## config.mk

```make
export PLATFORM = sky130hd
export DESIGN_NAME = mxv_uart_pkt_tx
export DESIGN_NICKNAME = d
export VERILOG_FILES = /design/src/rtl/mxv_uart_pkt_tx.sv
export SDC_FILE = /design/constraint.sdc
export NUM_CORES = 1
export LEC_CHECK = 0
export ABC_AREA = 1
export CAP_MARGIN = 20
export CORE_MARGIN = 2
export CORE_UTILIZATION = 60
export CTS_CLUSTER_DIAMETER = 60
export DETAILED_ROUTE_END_ITERATION = 8
export GPL_TIMING_DRIVEN = 0
export MAX_ROUTING_LAYER = met4
export PLACE_DENSITY = 0.8
export SYNTH_ARGS = -nofsm -noshare
export SYNTH_HDL_FRONTEND = slang
export SYNTH_SLANG_ARGS = --single-unit
```

## constraint.sdc

```tcl
create_clock -name clk -period 2.8 [get_ports clk]
set_input_delay 0.56 -clock clk [delete_from_list [all_inputs] [get_ports clk]]
set_output_delay 0.56 -clock clk [all_outputs]
set_load 0.03 [all_outputs]
```

## src/rtl/mxv_uart_pkt_tx.sv

```systemverilog
// MxV UART packet transmitter: frames FE | LEN | CMD | payload | EF and
// serialises each byte as start, 8 data LSB-first, parity, stop.
//
// state      | meaning
// -----------+-----------------------------------------------------------
// IDLE       | line high, waiting for pkt_start
// START_BIT  | driving the start bit (0) of the current character
// DATA_BITS  | shifting out d[0]..d[7]
// PARITY_BIT | driving the parity bit
// STOP_BIT   | driving the stop bit (1); picks the next byte at its end
// WAIT_DATA  | payload byte needed but none held; line high, data_ready=1
module mxv_uart_pkt_tx #(
  parameter int WORD_LENGTH  = 8,
  parameter int CLKS_PER_BIT = 434,
  parameter int PARITY_MODE  = 0,
  parameter int MAX_PAYLOAD  = 253
) (
  input  logic                   clk,
  input  logic                   reset,
  input  logic                   pkt_start,
  input  logic [7:0]             pkt_cmd,
  input  logic [7:0]             pkt_len,
  input  logic [WORD_LENGTH-1:0] data_in,
  input  logic                   data_valid,
  output logic                   data_ready,
  output logic                   busy,
  output logic                   pkt_done,
  output logic                   pkt_err,
  output logic                   SerialOutputTx
);

  localparam logic [15:0] TIMER_RELOAD = 16'(CLKS_PER_BIT - 1);
  localparam logic [7:0]  MAX_LEN      = 8'(MAX_PAYLOAD);
  localparam logic [7:0]  HDR_BYTE     = 8'hFE;
  localparam logic [7:0]  TRL_BYTE     = 8'hEF;

  typedef enum logic [2:0] {
    IDLE, START_BIT, DATA_BITS, PARITY_BIT, STOP_BIT, WAIT_DATA
  } state_t;

  typedef enum logic [2:0] {
    PH_HDR, PH_LEN, PH_CMD, PH_PAY, PH_TRL
  } phase_t;

  state_t      state, state_nxt;
  phase_t      phase, phase_nxt, phase_follow;

  logic [15:0] bit_timer;
  logic [2:0]  bit_idx;
  logic [7:0]  shift_q;
  logic        par_q;
  logic        tx_q;
  logic [7:0]  cmd_q;
  logic [7:0]  len_q;
  logic [7:0]  pay_left;
  logic [7:0]  fetch_left;
  logic [7:0]  hold_data;
  logic        hold_full;

  logic        timer_tc;
  logic        xfer;
  logic        pay_avail;
  logic [7:0]  pay_byte;
  logic [7:0]  next_byte;
  logic [7:0]  char_byte;
  logic        char_load;
  logic        timer_load;
  logic        bit_adv;
  logic        hold_take;
  logic        pay_bypass;
  logic        accept;
  logic        reject;
  logic        done_nxt;
  logic        tx_nxt;

  function automatic logic parity_of(input logic [7:0] d);
    case (PARITY_MODE)
      1:       return ^d;
      2:       return ~^d;
      default: return 1'b1;
    endcase
  endfunction

  assign busy           = (state != IDLE);
  assign data_ready     = busy && !hold_full && (fetch_left != 8'd0);
  assign SerialOutputTx = tx_q;

  always_comb begin
    timer_tc  = (bit_timer == 16'd0);
    xfer      = data_valid && data_ready;
    pay_avail = hold_full || xfer;
    pay_byte  = hold_full ? hold_data : data_in;

    // pay_left counts payload characters not yet started
    case (phase)
      PH_HDR:         phase_follow = PH_LEN;
      PH_LEN:         phase_follow = PH_CMD;
      PH_CMD, PH_PAY: phase_follow = (pay_left != 8'd0) ? PH_PAY : PH_TRL;
      default:        phase_follow = PH_TRL;
    endcase

    case (phase_follow)
      PH_LEN:  next_byte = len_q + 8'd2;
      PH_CMD:  next_byte = cmd_q;
      PH_PAY:  next_byte = pay_byte;
      PH_TRL:  next_byte = TRL_BYTE;
      default: next_byte = HDR_BYTE;
    endcase
  end

  always_comb begin
    state_nxt  = state;
    phase_nxt  = phase;
    tx_nxt     = tx_q;
    char_load  = 1'b0;
    char_byte  = next_byte;
    timer_load = 1'b0;
    bit_adv    = 1'b0;
    hold_take  = 1'b0;
    pay_bypass = 1'b0;
    accept     = 1'b0;
    reject     = 1'b0;
    done_nxt   = 1'b0;

    case (state)
      IDLE: begin
        tx_nxt = 1'b1;
        if (pkt_start) begin
          if (pkt_len > MAX_LEN) begin
            reject = 1'b1;
          end else begin
            accept     = 1'b1;
            state_nxt  = START_BIT;
            phase_nxt  = PH_HDR;
            char_load  = 1'b1;
            char_byte  = HDR_BYTE;
            timer_load = 1'b1;
            tx_nxt     = 1'b0;
          end
        end
      end
      START_BIT: begin
        if (timer_tc) begin
          state_nxt  = DATA_BITS;
          tx_nxt     = shift_q[0];
          timer_load = 1'b1;
        end
      end
      DATA_BITS: begin
        if (timer_tc) begin
          timer_load = 1'b1;
          if (bit_idx == 3'd7) begin
            state_nxt = PARITY_BIT;
            tx_nxt    = par_q;
          end else begin
            bit_adv = 1'b1;
            tx_nxt  = shift_q[1];
          end
        end
      end
      PARITY_BIT: begin
        if (timer_tc) begin
          state_nxt  = STOP_BIT;
          tx_nxt     = 1'b1;
          timer_load = 1'b1;
        end
      end
      STOP_BIT: begin
        if (timer_tc) begin
          timer_load = 1'b1;
          if (phase == PH_TRL) begin
            state_nxt = IDLE;
            done_nxt  = 1'b1;
            tx_nxt    = 1'b1;
          end else if (phase_follow != PH_PAY || pay_avail) begin
            // a byte arriving on this very edge goes straight to the shifter
            state_nxt = START_BIT;
            phase_nxt = phase_follow;
            char_load = 1'b1;
            tx_nxt    = 1'b0;
            if (phase_follow == PH_PAY) begin
              hold_take  = hold_full;
              pay_bypass = !hold_full;
            end
          end else begin
            state_nxt = WAIT_DATA;
            phase_nxt = PH_PAY;
            tx_nxt    = 1'b1;
          end
        end
      end
      WAIT_DATA: begin
        tx_nxt = 1'b1;
        if (xfer) begin
          state_nxt  = START_BIT;
          char_load  = 1'b1;
          char_byte  = data_in;
          timer_load = 1'b1;
          pay_bypass = 1'b1;
          tx_nxt     = 1'b0;
        end
      end
      default: begin
        state_nxt = IDLE;
        tx_nxt    = 1'b1;
      end
    endcase
  end

  always_ff @(posedge clk) begin
    if (reset) begin
      state <= IDLE;
      phase <= PH_HDR;
    end else begin
      state <= state_nxt;
      phase <= phase_nxt;
    end
  end

  always_ff @(posedge clk) begin
    if (reset) begin
      tx_q       <= 1'b1;
      pkt_done   <= 1'b0;
      pkt_err    <= 1'b0;
      bit_timer  <= 16'd0;
      bit_idx    <= 3'd0;
      shift_q    <= 8'd0;
      par_q      <= 1'b1;
      cmd_q      <= 8'd0;
      len_q      <= 8'd0;
      pay_left   <= 8'd0;
      fetch_left <= 8'd0;
      hold_data  <= 8'd0;
      hold_full  <= 1'b0;
    end else begin
      tx_q     <= tx_nxt;
      pkt_done <= done_nxt;
      pkt_err  <= reject;

      if (timer_load) begin
        bit_timer <= TIMER_RELOAD;
      end else if (!timer_tc) begin
        bit_timer <= bit_timer - 16'd1;
      end

      if (accept) begin
        cmd_q      <= pkt_cmd;
        len_q      <= pkt_len;
        pay_left   <= pkt_len;
        fetch_left <= pkt_len;
      end else begin
        if (char_load && phase_nxt == PH_PAY) begin
          pay_left <= pay_left - 8'd1;
        end
        if (xfer) begin
          fetch_left <= fetch_left - 8'd1;
        end
      end

      if (char_load) begin
        shift_q <= char_byte;
        par_q   <= parity_of(char_byte);
        bit_idx <= 3'd0;
      end else if (bit_adv) begin
        shift_q <= {1'b0, shift_q[7:1]};
        bit_idx <= bit_idx + 3'd1;
      end

      if (hold_take) begin
        hold_full <= 1'b0;
      end else if (xfer && !pay_bypass) begin
        hold_full <= 1'b1;
        hold_data <= data_in;
      end
    end
  end

endmodule

```

==> impl_results.md, run 1 <==
* Vias in the first global route at 3,829
* Sequential element share of the synthesized area at 36.6%
* Initial DRC Count at 296
* Max H-tree Level at 3
* CP Cell Sequence: inv_1 -> ha_1 -> nand2_1 -> nor2_1 -> nand2_1 -> nor3_1 -> nand2_1 -> o21ai_1 -> inv_1 -> nand2_1 -> buf_2 -> nor2_1
* Worst Path Required at 3.04 ns
* Post-route ant nets at 0
* Most common cell on crit path: nand2_1
* Synthesized area per cell at 6.66 sq um
* Crit-path max cell delay at 0.39 ns
* Worst VDD drop at 0.485 mV
* Worst Clk Skew at 0.00936 ns
* Multiplexer share of the synthesized area at 0%
* Share of post-route cells with drive strength above 1 at 7.21%
* Synth Flop Type: dfxtp_1
* Hold Crit Depth at 2
* Hold Path Class: register to register
* Synth top area cells: dfxtp_1 37%, nand2_1 14%, nor2_1 7.1%
* CTS tree: done
* Aggregate global-route resource usage at 31.2%
* Routed len/inst at 14.2 um
* RSZ-0062 raised after global routing: no
* Gp weighted congestion at 0.906
* Initial core utilization at 62.0%
* Final Cell Area at 4830 sq um
* Filler cells at 638
* Clk sinks at 77
* Drt pass-1 iters at 6
* Ys Warns at 0
* Max Slew Vio Count at 0
* Die Span Y at 87.8 um
* Area Overhead vs Synth at 14.7%
* Library cells used by synthesis at 35
* Setup TNS at 0 ns
* P_leak at 2.10 nW
* Clock latency at the later pin of the worst-skew pair at 0.35 ns
* DRC at 0
* Critical Path Sink Type: register
* Min cycle time layout at 2.42 ns
* Largest net degree at the start of global routing at 15
* Max clock buf depth at 2
* Pwr dens at 1010 nW/um^2
* Max Clk Rate at 414 MHz
* Clock root cell: clkbuf_8
* Dpl cell area at 4640 sq um
* Final hold violation count at 0
* Post-route clock period utilization at 86.3%
* Synthesized instance count at 633
* Max Cap Viol at 0
* Kind of critical path: register to register
* Setup Viol. Count Final at 0
* Worst Setup Start Kind: register
* Crit path DAT at 2.65 ns
* Status: finished, final reports clean
* CP max-delay cell: nor3_1
* Final #Nets at 709
* Synth Cell Area at 4210 sq um
* Hpwl dp at 8410 um
* Gr ovfl total at 0
* Reg2reg path depth at 12
* Slew HR at 58.4%
* Simple-gate area share of the yosys netlist at 34.2%
* Largest family of logic cells by synthesized area: simple AND/OR/NAND/NOR gates
* First-pass GRT wire length at 18,100 um
* EDFF count, synth at 0
* # diodes at 0
* Flops & latches, synth at 77
* Area fraction of the dominant cell type after synthesis at 36.6%
* DR vias/cell at 5.51
* Xor-xnor portion of the synthesized cell area at 2.91%
* Critical Path Fanout Max at 10
* Cts bufs inserted at 9
* Routed WL at 11,000 um
* I/O pin total at 33
* Initial antenna violation count at 0
* Synth Area in Compound Gates at 16.2%
* Synthesized net count at 667
* Core ar. at 6790 sq um
* Clk slew on worst S/H paths at 0.08 ns
* Die footprint at 7710 sq um
* Ys async rst share at 0%
* Vias at 4,276
* Adder-Cell Fraction of Synth Area at 1.78%
* Port Buf Inserts at 31
* Row cnt at 30
* Actual slew at the worst max-slew pin at 0.624 ns
* Largest area contributor in the netlist: dfxtp_1
* Die X at 87.8 um
* Post-CTS Repair Setup Buffers at 0
[what timing repair did]
item                                    4_1_cts  5_1_grt
gates resized for setup                       0        1
endpoints found under the setup margin        0        1
hold buffers                                  0        0
[cells by family (layout without fill, tap and decap cells)]
group	count (synthesis)	in the layout
AOI/OAI and AO/OA	127	127
DFF	77	77
buffers and inverters	92	139
adders and majority gates	6	6
and+or+nand+nor	317	317
xor gates and xnor gates	14	14
[critical path: cells and delay by family (launching register included)]
kind	cells	cell delay, ns
flip-flops	1	0.32
buffers and inverters	3	0.49
adder cells (fa/ha/maj)	1	0.22
AND/OR/NAND/NOR	7	1.03
AO/OA/AOI/OAI	1	0.25
[metrics by stage]
stage               hold slack [ns]  instances  worst slack (ns)  utilization [%]  total power [W]
floorplan                     0.424        633             0.923                -          0.00348
global placement              0.434        760             0.176             68.3          0.00399
detailed placement            0.436        760             0.143             68.3          0.00407
CTS                           0.450        776            0.0938             71.1          0.00485
global route                  0.468        776             0.160             71.1          0.00530
finish                        0.449        776             0.384             71.1          0.00488
[sequential cells by signal, summed over array words and instances (netlist names), 3 cells and up]
register    count
bit_timer      16
cmd_q           8
fetch_left      8
hold_data       8
len_q           8
pay_left        8
shift_q         8
bit_idx         3
phase           3
state           3
[power breakdown]
group / internal [W] / switching (W) / leakage (nW)
Sequential: 0.00142 / 0.000264 / 0.632
Combinational: 0.000846 / 0.00156 / 1.38
Clock: 0.000352 / 0.000432 / 0.0928
Total: 0.00262 / 0.00226 / 2.10
[synthesized netlist by cell type (10+ instances only)]
cell type / count
nand2_1: 156
nor2_1: 80
dfxtp_1: 77
inv_1: 72
a21oi_1: 56
o21ai_0: 44
nand3_1: 31
clkbuf_1: 13
a31oi_1: 12
nand4_1: 11
nor3_1: 11
xor2_1: 10
[cell type report]
type | instances | area (sq um) | share of cell area [%]
Buffer | 16 | 66.3 | 1.37
Clock buffer | 10 | 138 | 2.85
Clock inverter | 6 | 47.5 | 0.984
Inverter | 76 | 285 | 5.91
Multi-Input combinational cell | 464 | 2320 | 48.0
Sequential cell | 77 | 1540 | 31.9
Tap cell | 96 | 120 | 2.49
Timing Repair Buffer | 31 | 313 | 6.48
[per-layer routing]
metal  routed length [um]  share of wire (%)  global-route usage [%]
met5                    0                  0                       -
met4                  284                2.6                    10.2
met3                  677                6.2                    6.13
met2                 5050                 46                    47.9
met1                 4980                 45                    41.2
[path summary, 6_finish.rpt]
check,startpoint,slack [ns],end
setup / recovery,bit_timer[0],0.38,bit_timer[13]
hold / removal,hold_data[5],0.45,hold_data[5]
setup reg to reg,bit_timer[0],0.38,bit_timer[13]
hold reg to reg,hold_data[5],0.45,hold_data[5]
[cells in the final DEF (no fill, tap or decap), types with 2 or more instances in the layout]
cell type,Yosys,layout
nand2_1,156,156
nor2_1,80,80
dfxtp_1,77,77
inv_1,72,72
a21oi_1,56,56
o21ai_0,44,44
nand3_1,31,31
clkdlybuf4s50_1,0,30
clkbuf_1,13,13
a31oi_1,12,12
nor3_1,11,11
nand4_1,11,11
xor2_1,10,10
clkbuf_8,0,10
nor2_4,7,7
ha_1,6,6
nor2_2,5,5
xnor2_1,4,4
inv_2,4,4
o211ai_1,3,3
nor4_1,3,3
o31ai_1,3,3
nand3_2,3,3
o21ai_1,3,3
or2_2,3,3
nand2_4,3,3
clkinv_4,0,3
nand3_4,2,2
buf_2,2,2
(Power assumes the default switching activity.)
==> run 2, diff against run 1 <==
--- a/config.mk
+++ b/config.mk
@@ -14,6 +14,7 @@
 export GPL_TIMING_DRIVEN = 0
 export MAX_ROUTING_LAYER = met4
 export PLACE_DENSITY = 0.8
+export RECOVER_POWER = 25
 export SYNTH_ARGS = -nofsm -noshare
 export SYNTH_HDL_FRONTEND = slang
 export SYNTH_SLANG_ARGS = --single-unit
==> run 2 against run 1 <==
Sequential cell count is the same. Setup slack worse by 0.12 ns. Maximum frequency decreased by 4.6%. Critical endpoint is now pay_left[0]. Routed wire length fell by 0.44%. Cell count unchanged. Clock-buffer cell count unchanged. Global-route usage unchanged. Die area did not move. First-iteration DRC count unchanged. Critical path type is now input port to register. Clock power barely moved. Register-to-register slack improved by 0.02 ns.
==> impl_results.md, run 2 (synthesized netlist as in run 1, its figures left out) <==
* Max Cap Viol at 0 (unchanged)
* Clock latency at the later pin of the worst-skew pair at 0.35 ns (about the same)
* First-pass GRT wire length at 18,100 um (unchanged)
* CP max-delay cell: dlygate4sd3_1 (was nor3_1)
* Final Cell Area at 4830 sq um (about the same)
* Routed len/inst at 14.1 um (was 14.2 um)
* Routed WL at 10,900 um (was 11,000 um)
* Sequential power share at 34.6% (was 34.5%)
* Commonest non-fill, non-tap cell in the layout: nand2_1 (unchanged)
* Min cycle time layout at 2.53 ns (was 2.42 ns)
* Largest net degree at the start of global routing at 15 (unchanged)
* Worst path bufs/invs at 3 (unchanged)
* Max reg flops at 16 (unchanged)
* Vias in the first global route at 3,829 (unchanged)
* Initial DRC Count at 296 (unchanged)
* Worst Setup Start Kind: input port (was register)
* Worst Path Required at 3.08 ns (was 3.04 ns)
* Pwr dens at 1010 nW/um^2 (about the same)
* Max Slew Vio Count at 0 (unchanged)
* DRC at 0 (unchanged)
* Resize count post-CTS at 0 (unchanged)
* Clk slew on worst S/H paths at 0.09 ns (was 0.08 ns)
* Most flops, register: bit_timer (unchanged)
* Setup Viol. Count Final at 0 (unchanged)
* Multi-input combinational cell area at 2320 sq um (about the same)
* Port Buf Inserts at 31 (unchanged)
* Critical Path Fanout Max at 10 (unchanged)
* Post-route clock period utilization at 90.5% (was 86.3%)
* Row cnt at 30 (unchanged)
* Share of post-route cells with drive strength above 1 at 6.76% (was 7.21%)
* Post-route ant nets at 0 (unchanged)
* Worst VDD drop at 0.483 mV (was 0.485 mV)
* DR vias/cell at 5.49 (was 5.51)
* Clk sinks at 77 (unchanged)
* CP top delay family: buffers and inverters (was simple AND/OR/NAND/NOR gates)
* Final #Nets at 709 (unchanged)
* Dpl cell area at 4640 sq um (unchanged)
* Max Clk Rate at 395 MHz (was 414 MHz)
* Gr ovfl total at 0 (unchanged)
* Status: finished, final reports clean (unchanged)
* Setup TNS at 0 ns (unchanged)
* Core ar. at 6790 sq um (unchanged)
* CTS tree: done (unchanged)
* # diodes at 0 (unchanged)
* Critical Path Sink Type: register (unchanged)
* Internal at 0.00261 W (was 0.00262 W)
* Final hold violation count at 0 (unchanged)
* Gp weighted congestion at 0.906 (unchanged)
* Cts hold-fix bufs at 0 (unchanged)
* Crit path DAT at 2.82 ns (was 2.65 ns)
* Hold Path Class: register to register (unchanged)
* Drt pass-1 iters at 5 (was 6)
* P_leak at 2.11 nW (was 2.10 nW)
* Vias at 4,263 (was 4,276)
* Most frequent cells in the layout: 156 x nand2_1, 81 x nor2_1, 77 x dfxtp_1 (was 156 x nand2_1, 80 x nor2_1, 77 x dfxtp_1)
* Actual slew at the worst max-slew pin at 0.608 ns (was 0.624 ns)
* Cts bufs inserted at 9 (unchanged)
* Initial antenna violation count at 0 (unchanged)
* Storage cell area at 1540 sq um (unchanged)
* Worst Clk Skew at 0.00925 ns (was 0.00936 ns)
* Sw Share at 46.3% (about the same)
* Max clock buf depth at 2 (unchanged)
* Slew HR at 59.5% (was 58.4%)
* Die X at 87.8 um (unchanged)
* Die footprint at 7710 sq um (unchanged)
* Clock root cell: clkbuf_8 (unchanged)
* Post-CTS Repair Setup Buffers at 0 (unchanged)
* Initial core utilization at 62.0% (unchanged)
* Hpwl dp at 8410 um (unchanged)
* Crit-path max cell delay at 0.55 ns (was 0.39 ns)
* I/O pin total at 33 (unchanged)
* Max H-tree Level at 3 (unchanged)
* RSZ-0062 raised after global routing: no (unchanged)
* Area Overhead vs Synth at 14.6% (was 14.7%)
* Clk network pwr share at 16.1% (about the same)
* Most common cell on crit path: nand2_1 (unchanged)
* CP Cell Sequence: dlygate4sd3_1 -> nand2_1 -> nor2_1 -> nand2_1 -> nand3_4 -> inv_1 -> clkbuf_1 -> nand2_1 -> o21ai_0 -> nand2_1 -> a21oi_1 (was inv_1 -> ha_1 -> nand2_1 -> nor2_1 -> nand2_1 -> nor3_1 -> nand2_1 -> o21ai_1 -> inv_1 -> nand2_1 -> buf_2 -> nor2_1)
* Aggregate global-route resource usage at 31.2% (unchanged)
* Switching Power at 0.00225 W (was 0.00226 W)
* Filler cells at 639 (was 638)
* Kind of critical path: input port to register (was register to register)
* Die Span Y at 87.8 um (unchanged)
* Gate power share at 49.3% (was 49.4%)
## run 2: changes by cell type in the layout (fill, tap and decap cells not counted)
cell,previous run,this run
inv_1,72,73
inv_2,4,3
buf_2,2,1
nor2_2,5,4
clkbuf_1,13,14
nor2_1,80,81
dlygate4sd3_1,0,4
clkdlybuf4s50_1,30,26
## run 2: tightest hold or removal path, cell delays in order (launching register included)
cell and delay (ns):
dfxtp_1 0.32, inv_1 0.05, a21oi_1 0.05
## run 2: final timing paths
check,end,slack [ns],depth (start not counted),start
worst max-delay path,pay_left[0],0.27,11,pkt_len[3]
worst min-delay path,hold_data[5],0.45,2,hold_data[5]
worst max register to register,bit_timer[13],0.40,12,bit_timer[0]
worst min register to register,hold_data[5],0.45,2,hold_data[5]
## run 2: through the flow
stage | util, % | hold slack (ns) | power, W | setup slack [ns] | instances
global placement | 68.3 | 0.434 | 0.00399 | 0.176 | 760
floorplan | - | 0.424 | 0.00348 | 0.923 | 633
finish | 71.0 | 0.450 | 0.00486 | 0.266 | 776
detailed placement | 68.3 | 0.436 | 0.00407 | 0.143 | 760
global route | 71.0 | 0.468 | 0.00529 | 0.0901 | 776
CTS | 71.1 | 0.450 | 0.00485 | 0.0938 | 776
## run 2: routing by layer
layer,part of all wire (%),global-route usage (%),vias to the layer above
met5,0,-,-
met4,2.5,10.2,0
met3,6.8,6.13,28
met2,46,47.9,170
met1,45,41.2,1908
li1,-,-,2157
## run 2: power groups by stage
stage	Combinational [W]	Clock [W]	Sequential, W
after floorplan	0.00183	0	0.00165
after global placement	0.00230	0	0.00169
after detailed placement	0.00237	0	0.00170
after CTS	0.00238	0.000795	0.00168
after global routing	0.00272	0.000846	0.00172
final	0.00240	0.000784	0.00168
## run 2: final cells by class
class,count,area share (%)
clock inverters,6,0.985
plain buffers,16,1.35
well taps,96,2.49
flip-flops and latches,77,31.9
inverters,76,5.91
multi-input cells,464,48.0
repair buffers,31,6.48
clock buffers,10,2.85
==> run 3, diff against run 2 <==
--- a/config.mk
+++ b/config.mk
@@ -8,12 +8,12 @@
 export ABC_AREA = 1
 export CAP_MARGIN = 20
 export CORE_MARGIN = 2
-export CORE_UTILIZATION = 60
+export CORE_UTILIZATION = 35
 export CTS_CLUSTER_DIAMETER = 60
 export DETAILED_ROUTE_END_ITERATION = 8
 export GPL_TIMING_DRIVEN = 0
 export MAX_ROUTING_LAYER = met4
-export PLACE_DENSITY = 0.8
+export PLACE_DENSITY = 0.5
 export RECOVER_POWER = 25
 export SYNTH_ARGS = -nofsm -noshare
 export SYNTH_HDL_FRONTEND = slang
==> run 3 against run 2 <==
Sequential power barely moved. Maximum frequency shrank 2.7%. Die area is 68% higher. Utilization decreased by 29 points. Critical path depth up 1. Total power up 7.1%. Routed wire length grew 12%. Cell area is 3.1% higher. Setup slack got worse by 0.071 ns. Sequential cell count is the same. First-iteration DRC count shrank 44%. Via count decreased by 3.2%. Critical path type unchanged.
==> impl_results.md, run 3 (synthesized netlist as in run 1, its figures left out) <==
* Status: finished, final reports clean (unchanged)
* Worst VDD drop at 0.526 mV (was 0.483 mV)
* P_leak at 2.15 nW (was 2.11 nW)
* Port Buf Inserts at 31 (unchanged)
* Clk slew on worst S/H paths at 0.06 ns (was 0.09 ns)
* Final cell count without fillers at 827 (was 776)
* Dpl cell area at 4710 sq um (was 4640 sq um)
* Most frequent cells in the layout: 157 x nand2_1, 81 x nor2_1, 77 x dfxtp_1 (was 156 x nand2_1, 81 x nor2_1, 77 x dfxtp_1)
* Initial core utilization at 35.5% (was 62.0%)
* Min cycle time layout at 2.61 ns (was 2.53 ns)
* Clock root cell: clkbuf_16 (was clkbuf_8)
* Final #Nets at 709 (unchanged)
* Worst Clk Skew at 0.00534 ns (was 0.00925 ns)
* Routed len/inst at 14.8 um (was 14.1 um)
* Hold Path Class: register to register (unchanged)
* Gate power share at 46.5% (was 49.3%)
* Vias at 4,128 (was 4,263)
* Core ar. at 11,900 sq um (was 6790 sq um)
* Sw Share at 44.0% (was 46.3%)
* Area Overhead vs Synth at 18.1% (was 14.6%)
* Row cnt at 40 (was 30)
* Switching Power at 0.00229 W (was 0.00225 W)
* Routed WL at 12,200 um (was 10,900 um)
* Post-CTS Repair Setup Buffers at 0 (unchanged)
* Gp weighted congestion at 0.865 (was 0.906)
* Die Span Y at 114 um (was 87.8 um)
* I/O pin total at 33 (unchanged)
* Post-route clock period utilization at 93.0% (was 90.5%)
* Clk network pwr share at 21.2% (was 16.1%)
* Max clock buf depth at 2 (unchanged)
* Max H-tree Level at 3 (unchanged)
* Share of post-route cells with drive strength above 1 at 6.32% (was 6.76%)
* Kind of critical path: input port to register (unchanged)
* Hpwl dp at 9360 um (was 8410 um)
* Commonest non-fill, non-tap cell in the layout: nand2_1 (unchanged)
* Max Slew Vio Count at 0 (unchanged)
* Max Cap Viol at 0 (unchanged)
* Actual slew at the worst max-slew pin at 0.684 ns (was 0.608 ns)
* Setup Viol. Count Final at 0 (unchanged)
* Aggregate global-route resource usage at 20.6% (was 31.2%)
* Sequential power share at 32.3% (was 34.6%)
* Max Clk Rate at 384 MHz (was 395 MHz)
* Critical Path Sink Type: register (unchanged)
* Vias in the first global route at 3,902 (was 3,829)
* CTS tree: done (unchanged)
* Final Cell Area at 4980 sq um (was 4830 sq um)
* Filler cells at 1,298 (was 639)
* Drt pass-1 iters at 4 (was 5)
* Gr ovfl total at 0 (unchanged)
* First-pass GRT wire length at 20,100 um (was 18,100 um)
* Crit path DAT at 2.88 ns (was 2.82 ns)
* RSZ-0062 raised after global routing: no (unchanged)
* Internal at 0.00291 W (was 0.00261 W)
* Slew HR at 54.4% (was 59.5%)
* Cts bufs inserted at 9 (unchanged)
* Max reg flops at 16 (unchanged)
* Initial DRC Count at 166 (was 296)
* Clock latency at the later pin of the worst-skew pair at 0.35 ns (about the same)
* Die footprint at 12,900 sq um (was 7710 sq um)
* DR vias/cell at 4.99 (was 5.49)
* DP Cell Count at 811 (was 760)
* Critical Path Fanout Max at 10 (unchanged)
* # diodes at 0 (unchanged)
* Final hold violation count at 0 (unchanged)
* Post-route ant nets at 0 (unchanged)
* Largest net degree at the start of global routing at 12 (was 15)
* Worst Setup Start Kind: input port (unchanged)
* DRC at 0 (unchanged)
* Initial antenna violation count at 0 (unchanged)
* Most flops, register: bit_timer (unchanged)
* Die X at 114 um (was 87.8 um)
* Clk sinks at 77 (unchanged)
* Worst Path Required at 3.08 ns (about the same)
* Pwr dens at 1050 nW/um^2 (was 1010 nW/um^2)
[run 3: cell count changes in the layout (fill, tap and decap cells not counted)]
cell	delta
clkbuf_8	-8
nand2_1	+1
buf_2	+1
nand2_2	-1
inv_1	-1
inv_6	-1
clkinvlp_4	-1
clkinv_4	-3
clkbuf_1	+3
clkbuf_16	+9
inv_2	+1
[run 3: path summary, 6_finish.rpt]
kind                     start            to  slack (ns)  depth (start not counted)
setup / recovery    pkt_len[3]  bit_timer[9]        0.19                         12
hold / removal    hold_data[1]  hold_data[1]        0.44                          2
setup reg to reg  bit_timer[0]  bit_timer[9]        0.30                         12
hold reg to reg   hold_data[1]  hold_data[1]        0.44                          2
[run 3: metrics by stage]
stage          setup WS, ns  util (%)  hold slack, ns  power [W]  setup TNS (ns)
3_3_place_gp        -0.0594      39.7           0.435    0.00409          -0.367
2_1_floorplan         0.923         -           0.424    0.00348               0
5_1_grt              0.0370      42.0           0.467    0.00564               0
6_report              0.195      42.0           0.444    0.00520               0
3_5_place_dp        -0.0766      39.7           0.437    0.00413          -0.448
4_1_cts              0.0320      42.0           0.446    0.00525               0
[run 3: final cells by class]
class	instances	area (sq um)	share of cell area, %
Buffer	16	66.3	1.33
Clock buffer	15	268	5.38
Clock inverter	1	5.00	0.101
Inverter	76	285	5.73
Multi-Input combinational cell	464	2310	46.5
Sequential cell	77	1540	31.0
Tap cell	147	184	3.70
Timing Repair Buffer	31	313	6.28
[run 3: layer usage]
metal	vias to the layer above	part of all wire, %	global-route usage, %
li1	2151	-	-
met5	-	0	-
met2	63	46	32.0
met3	13	3.7	4.04
met1	1901	49	27.4
met4	0	1.2	5.69
[run 3: critical path, stage by stage]
cell,delay (ns)
dlygate4sd3_1,0.57
nand2_1,0.06
nor2_1,0.23
nand2_1,0.18
nand3_4,0.18
inv_2,0.14
nor2_4,0.21
o21ai_1,0.15
inv_1,0.15
nand2_1,0.08
buf_2,0.22
a21oi_1,0.14
[run 3: power groups by stage]
| stage | combinational (W) | sequential, W | clock, W |
|---|---|---|---|
| detailed placement | 0.00242 | 0.00170 | 0 |
| finish | 0.00242 | 0.00168 | 0.00110 |
| global placement | 0.00240 | 0.00170 | 0 |
| global route | 0.00274 | 0.00173 | 0.00117 |
| CTS | 0.00244 | 0.00168 | 0.00113 |
| floorplan | 0.00183 | 0.00165 | 0 |
[run 3: timing repair]
item | CTS | global route
resized for setup | 0 | 1
hold buffers | 0 | 0
setup endpoints to repair | 0 | 1
